<file path="config.mk">
export PLATFORM = sky130hd
export DESIGN_NAME = udp_tx_arbiter
export DESIGN_NICKNAME = d
export VERILOG_FILES = /design/src/rtl/udp_pkg.sv /design/src/rtl/udp_tx_arbiter.sv
export SDC_FILE = /design/constraint.sdc
export NUM_CORES = 1
export LEC_CHECK = 0
export CAP_MARGIN = 5
export CORE_AREA = 2 2 135 137
export DETAILED_ROUTE_END_ITERATION = 8
export DIE_AREA = 0 0 137 139
export SYNTH_ARGS = -nofsm -noshare
export SYNTH_HDL_FRONTEND = slang
export SYNTH_SLANG_ARGS = --single-unit
</file>
<file path="constraint.sdc">
create_clock -name i_clk -period 1.75 [get_ports i_clk]
set_input_delay 0.4375 -clock i_clk [delete_from_list [all_inputs] [get_ports i_clk]]
set_output_delay 0.4375 -clock i_clk [all_outputs]
set_load 0.01 [all_outputs]
</file>
<file path="src/rtl/udp_pkg.sv">
// Shared definitions for the UDP transmit arbiter.
// Holds the FSM state encoding, the default destination port constants and
// the stream field widths.
package udp_pkg;

  localparam int unsigned DATA_W = 64;
  localparam int unsigned USER_W = 32;
  localparam int unsigned KEEP_W = 8;
  localparam int unsigned PORT_W = 16;
  localparam int unsigned CNT_W  = 32;

  localparam logic [PORT_W-1:0] DST_PORT_0_DEF = 16'h0808;
  localparam logic [PORT_W-1:0] DST_PORT_1_DEF = 16'h0809;

  typedef enum logic [1:0] {
    ST_IDLE = 2'd0,
    ST_CFG  = 2'd1,
    ST_XFER = 2'd2
  } arb_state_t;

endpackage

</file>
<file path="src/rtl/udp_tx_arbiter.sv">
// Two-source round-robin packet arbiter in front of the UDP transmit path.
// A granted packet first gets one CFG cycle that strobes its destination port,
// then its beats are forwarded combinationally until the last beat.
//
// Ports:
//   i_clk, i_rst              clock, synchronous active-high reset
//   s0_axis_user_*            source 0 stream (data/user/keep/last/valid, ready out)
//   s1_axis_user_*            source 1 stream (data/user/keep/last/valid, ready out)
//   m_axis_user_*             stream to the UDP transmit path (ready in)
//   o_dymanic_dst_port/valid  destination port of the granted packet + 1-cycle strobe
//   o_grant                   index of the granted source
//   o_busy                    high while in CFG or XFER
//   o_pkt_cnt_0/1             per-source packet counters (only with UDP_ARB_PKT_CNT_EN)
//
// Build option: define UDP_ARB_PKT_CNT_EN to add the per-source packet counters.
module udp_tx_arbiter
  import udp_pkg::*;
#(
  parameter logic [PORT_W-1:0] P_DST_PORT_0 = DST_PORT_0_DEF,
  parameter logic [PORT_W-1:0] P_DST_PORT_1 = DST_PORT_1_DEF
) (
  input  logic              i_clk,
  input  logic              i_rst,

  input  logic [DATA_W-1:0] s0_axis_user_data,
  input  logic [USER_W-1:0] s0_axis_user_user,
  input  logic [KEEP_W-1:0] s0_axis_user_keep,
  input  logic              s0_axis_user_last,
  input  logic              s0_axis_user_valid,
  output logic              s0_axis_user_ready,

  input  logic [DATA_W-1:0] s1_axis_user_data,
  input  logic [USER_W-1:0] s1_axis_user_user,
  input  logic [KEEP_W-1:0] s1_axis_user_keep,
  input  logic              s1_axis_user_last,
  input  logic              s1_axis_user_valid,
  output logic              s1_axis_user_ready,

  output logic [DATA_W-1:0] m_axis_user_data,
  output logic [USER_W-1:0] m_axis_user_user,
  output logic [KEEP_W-1:0] m_axis_user_keep,
  output logic              m_axis_user_last,
  output logic              m_axis_user_valid,
  input  logic              m_axis_user_ready,

  output logic [PORT_W-1:0] o_dymanic_dst_port,
  output logic              o_dymanic_dst_valid,
  output logic              o_grant,
  output logic              o_busy
`ifdef UDP_ARB_PKT_CNT_EN
  ,
  output logic [CNT_W-1:0]  o_pkt_cnt_0,
  output logic [CNT_W-1:0]  o_pkt_cnt_1
`endif
);

  arb_state_t        r_state;
  arb_state_t        w_state_nxt;
  logic              r_prio;
  logic              r_grant;
  logic              r_busy;
  logic [PORT_W-1:0] r_dst_port;
  logic              r_dst_valid;

  logic              w_req_any;
  logic              w_pick;
  logic              w_sel_valid;
  logic              w_sel_last;
  logic              w_beat_last;

  // Round-robin pick: priority only matters when both sources request.
  assign w_req_any = s0_axis_user_valid | s1_axis_user_valid;
  assign w_pick    = (s0_axis_user_valid & s1_axis_user_valid) ? r_prio : s1_axis_user_valid;

  // Handshake view of the granted source, used to detect the closing beat.
  assign w_sel_valid = r_grant ? s1_axis_user_valid : s0_axis_user_valid;
  assign w_sel_last  = r_grant ? s1_axis_user_last  : s0_axis_user_last;
  assign w_beat_last = (r_state == ST_XFER) & w_sel_valid & m_axis_user_ready & w_sel_last;

  // State register.
  always_ff @(posedge i_clk) begin
    if (i_rst) r_state <= ST_IDLE;
    else       r_state <= w_state_nxt;
  end

  // Next state and the combinational stream mux.
  always_comb begin
    w_state_nxt        = r_state;
    m_axis_user_data   = '0;
    m_axis_user_user   = '0;
    m_axis_user_keep   = '0;
    m_axis_user_last   = 1'b0;
    m_axis_user_valid  = 1'b0;
    s0_axis_user_ready = 1'b0;
    s1_axis_user_ready = 1'b0;
    case (r_state)
      ST_IDLE: begin
        if (w_req_any) w_state_nxt = ST_CFG;
      end
      ST_CFG: begin
        w_state_nxt = ST_XFER;
      end
      ST_XFER: begin
        if (r_grant) begin
          m_axis_user_data   = s1_axis_user_data;
          m_axis_user_user   = s1_axis_user_user;
          m_axis_user_keep   = s1_axis_user_keep;
          m_axis_user_last   = s1_axis_user_last;
          m_axis_user_valid  = s1_axis_user_valid;
          s1_axis_user_ready = m_axis_user_ready;
        end else begin
          m_axis_user_data   = s0_axis_user_data;
          m_axis_user_user   = s0_axis_user_user;
          m_axis_user_keep   = s0_axis_user_keep;
          m_axis_user_last   = s0_axis_user_last;
          m_axis_user_valid  = s0_axis_user_valid;
          s0_axis_user_ready = m_axis_user_ready;
        end
        if (w_beat_last) w_state_nxt = ST_IDLE;
      end
      default: w_state_nxt = ST_IDLE;
    endcase
  end

  // Grant, priority, busy and the destination-port strobe.
  // The port is loaded at grant time so it is already valid during CFG.
  always_ff @(posedge i_clk) begin
    if (i_rst) begin
      r_prio      <= 1'b0;
      r_grant     <= 1'b0;
      r_busy      <= 1'b0;
      r_dst_port  <= P_DST_PORT_0;
      r_dst_valid <= 1'b0;
    end else begin
      r_busy      <= (w_state_nxt != ST_IDLE);
      r_dst_valid <= 1'b0;
      if ((r_state == ST_IDLE) && w_req_any) begin
        r_grant     <= w_pick;
        r_dst_port  <= w_pick ? P_DST_PORT_1 : P_DST_PORT_0;
        r_dst_valid <= 1'b1;
      end
      if (w_beat_last) r_prio <= ~r_grant;
    end
  end

  assign o_grant             = r_grant;
  assign o_busy              = r_busy;
  assign o_dymanic_dst_port  = r_dst_port;
  assign o_dymanic_dst_valid = r_dst_valid;

`ifdef UDP_ARB_PKT_CNT_EN
  logic [CNT_W-1:0] r_pkt_cnt_0;
  logic [CNT_W-1:0] r_pkt_cnt_1;

  // Completed packets per source; wraps naturally at the counter width.
  always_ff @(posedge i_clk) begin
    if (i_rst) begin
      r_pkt_cnt_0 <= '0;
      r_pkt_cnt_1 <= '0;
    end else if (w_beat_last) begin
      if (r_grant) r_pkt_cnt_1 <= r_pkt_cnt_1 + CNT_W'(1);
      else         r_pkt_cnt_0 <= r_pkt_cnt_0 + CNT_W'(1);
    end
  end

  assign o_pkt_cnt_0 = r_pkt_cnt_0;
  assign o_pkt_cnt_1 = r_pkt_cnt_1;
`endif

endmodule
</file>
==> results_dict.tcl <==
set metrics [dict create \
    status "finished, violations left" \
    violations "negative setup slack" \
    synthTopCellsByArea "mux2i_1, nor2_1, buf_4" \
    synth-compound-area-share_pct 1.90 \
    crit_path_max_incr_delay_ns 0.44 \
    synthesis.area_sq_um 1970 \
    seqPwrFrac_pct 7.5 \
    core_sq_um 17700 \
    wl_per_cell_um 14.7 \
    period_needed_ns 1.98 \
    placed_cells 852 \
    die_w_um 137 \
    period_share_pct 113 \
    synth-edff-count 0 \
    power_leakage_uw 0.00271 \
    path_delay_family "buffers and inverters" \
    ir_drop_mv 0.204 \
    cts_hold_buf 0 \
    p_clk_share_pct 17.2 \
    synthMuxAreaShare_pct 54.4 \
    synthCells 283 \
    synth_top_flop_cell "dfxtp_1" \
    powerDensity_nw_per_um2 361 \
    hold_viol 0 \
    fill_cells 1881 \
    grt-ovfl-total 0 \
    wirelength_um 13300 \
    cts_max_level 1 \
    clk_path_buf_depth 2 \
    setup_viol 103 \
    crit_fanout 7 \
    synthAdderAreaFrac_pct 0 \
    drt-initial-drc-count 56 \
    synthSimpleGateAreaFrac_pct 24.6 \
    finish.instance_area_sq_um 6130 \
    post-route-util_pct 34.7 \
    cts.sinks 6 \
    yosys_warnings 0 \
    num_rows 49 \
    synth_xor_area_share_pct 0 \
    yosysSeqAreaShare_pct 6.10 \
    maxSlewViolCount 0 \
    grt_use_total_pct 11.5 \
    drc 0 \
    portBuffers 326 \
    instances_no_fill 904 \
    synth_top_family_by_area "multiplexers" \
    grt_use_met1_pct 12.6 \
    drive_above_1_share_pct 32.6 \
    setup.worst_path.class "reg2out" \
    start_kind "flip-flop" \
    post-dp-hpwl_um 9640 \
    netSwitchingFraction_pct 32.0 \
    cts_buffers 3 \
    yosysTopAreaCell "mux2i_1" \
    hold_class "reg2reg" \
    layout_setup_ws_ns -0.234 \
    drt_pass1_iterations 6 \
    path_cells "buf_12 -> buf_8 -> buf_12 -> buf_6 -> mux2i_1 -> nor2_1 -> buf_2" \
    die_y_um 139 \
    die_area_sq_um 19000 \
    worstPathRequired_ns 1.31 \
    r2r_start "o_grant" \
    yosysTopAreaCellShare_pct 53.8 \
    dpl_cell_area_sq_um 5760 \
    cp-startpoint "o_grant" \
    antenna_found_initial 0 \
    setup_tns_ns -10.99 \
    rsz0062_at_grt "yes" \
    grt_pass1_vias 3178 \
    critPathCaptureType "primary output" \
    synth_cell_type_count 22 \
    top_usage_layer "met2" \
    grtUsageMet3_pct 2.08 \
    dp_worst_setup_slack_ns -0.503 \
    via_per_inst 3.77 \
    synth_common_cells "nor2_1, mux2i_1, buf_4, buf_2, dfxtp_1" \
    worstPathArrival_ns 1.55 \
    area.growth.synth_to_final_pct 211 \
    num_vias 3405 \
    grt_max_degree 51 \
    clock_latency_ns 0.23 \
    hold_path_startpoint "r_prio" \
    gp_congestion 0.718 \
    cts_root_buf "clkbuf_16" \
    slowest_stage "dfxtp_4" \
    grt_pass1_wl_um 17100 \
    cpMostUsedCell "buf_12" \
    p_int_uw 1500 \
    combPwrFrac_pct 75.3 \
    synth-seq-cells 6 \
    nets 891 \
    cts_tree "done" \
    ant_nets 0 \
    num_io_pins 342 \
    global_route.usage.met2_pct 23.0 \
    fmax_mhz 504 \
    avgSynthCellArea_sq_um 6.96 \
    postSynth.asyncResetShare_pct 0 \
    critPathBufInv 5 \
    antenna_cells 0 \
    start_util_pct 11.2 \
    drv_cap 0 \
    clkSlewWorstSetupHoldPaths_ns 0.03 \
    yosysMostFrequentCell "nor2_1" \
    skew_ns 0.00141 \
    power.switching_uw 707 \
]
## power groups by stage
stage	clock, uW	sequential (uW)	combinational [uW]
floorplan	0	162	531
global placement	0	165	1470
detailed placement	0	164	1470
CTS	386	166	1540
global route	392	168	1780
finish	380	166	1660
## registers in the layout, summed over array words and instances, names as in the netlist
signal and count:
r_state 2, o_busy 1, o_dymanic_dst_valid 1, o_grant 1
r_prio 1
## final timing paths
check / end / slack [ns] / cells after the start
worst max-delay path: m_axis_user_data[5] / -0.23 / 7
worst min-delay path: r_prio / 0.57 / 2
worst max register to register: r_prio / -0.12 / 8
worst min register to register: r_prio / 0.57 / 2
## tightest hold or removal path, cell delays in order (launching register included)
cell and delay [ns]:
dfxtp_1 0.30, nor2b_1 0.11, mux2_1 0.12
## metal layers
layer	vias to the layer above	part of all wire, %
li1	1705	-
met1	1515	37
met2	183	53
met3	2	9.0
met4	0	0.31
met5	-	0
## cell usage in the layout, fill, tap and decap left out, drive strengths merged
cell type,count
nor3,2
mux2,1
and3,1
clkdlybuf4s50,213
nor2,110
mux2i,106
nand3,1
clkbuf,50
a21oi,3
inv,1
or2,1
nor4,1
nand2b,3
a21bo,1
dlygate4sd2,4
conb,15
dfxtp,6
nor2b,2
clkdlybuf4s15,1
buf,149
o31ai,1
o21ai,1
dlymetal6s2s,2
## layout make-up
cell class	count	area, sq um	share of cell area [%]
Timing Repair Buffer	415	3860	63.0
Sequential cell	6	125	2.04
Tap cell	229	287	4.67
Inverter	1	3.75	0.0612
Clock buffer	4	78.8	1.29
Multi-Input combinational cell	249	1770	28.9
## cell families (layout without fill, tap and decap cells)
logic type      count (synthesis)  in the layout
simple gates                  121            121
mux                           107            107
buf+inv                        41            420
compound gates                  6              6
flops                           6              6
other cells                     2             15
## stage by stage
step | total power [uW] | hold WS [ns]
6_report | 2210 | 0.568
5_1_grt | 2340 | 0.602
4_1_cts | 2100 | 0.568
3_5_place_dp | 1640 | 0.564
3_3_place_gp | 1630 | 0.556
2_1_floorplan | 693 | 0.477
## timing repair
| item | in CTS | in global routing |
|---|---|---|
| pin swaps | 1 | 18 |
| setup buffers | 11 | 37 |
| gates resized for setup | 241 | 205 |
| cloned | 5 | 4 |
| endpoints found under the setup margin | 111 | 109 |
| endpoints found under the hold margin | 0 | 0 |
(Power assumes the default switching activity.)
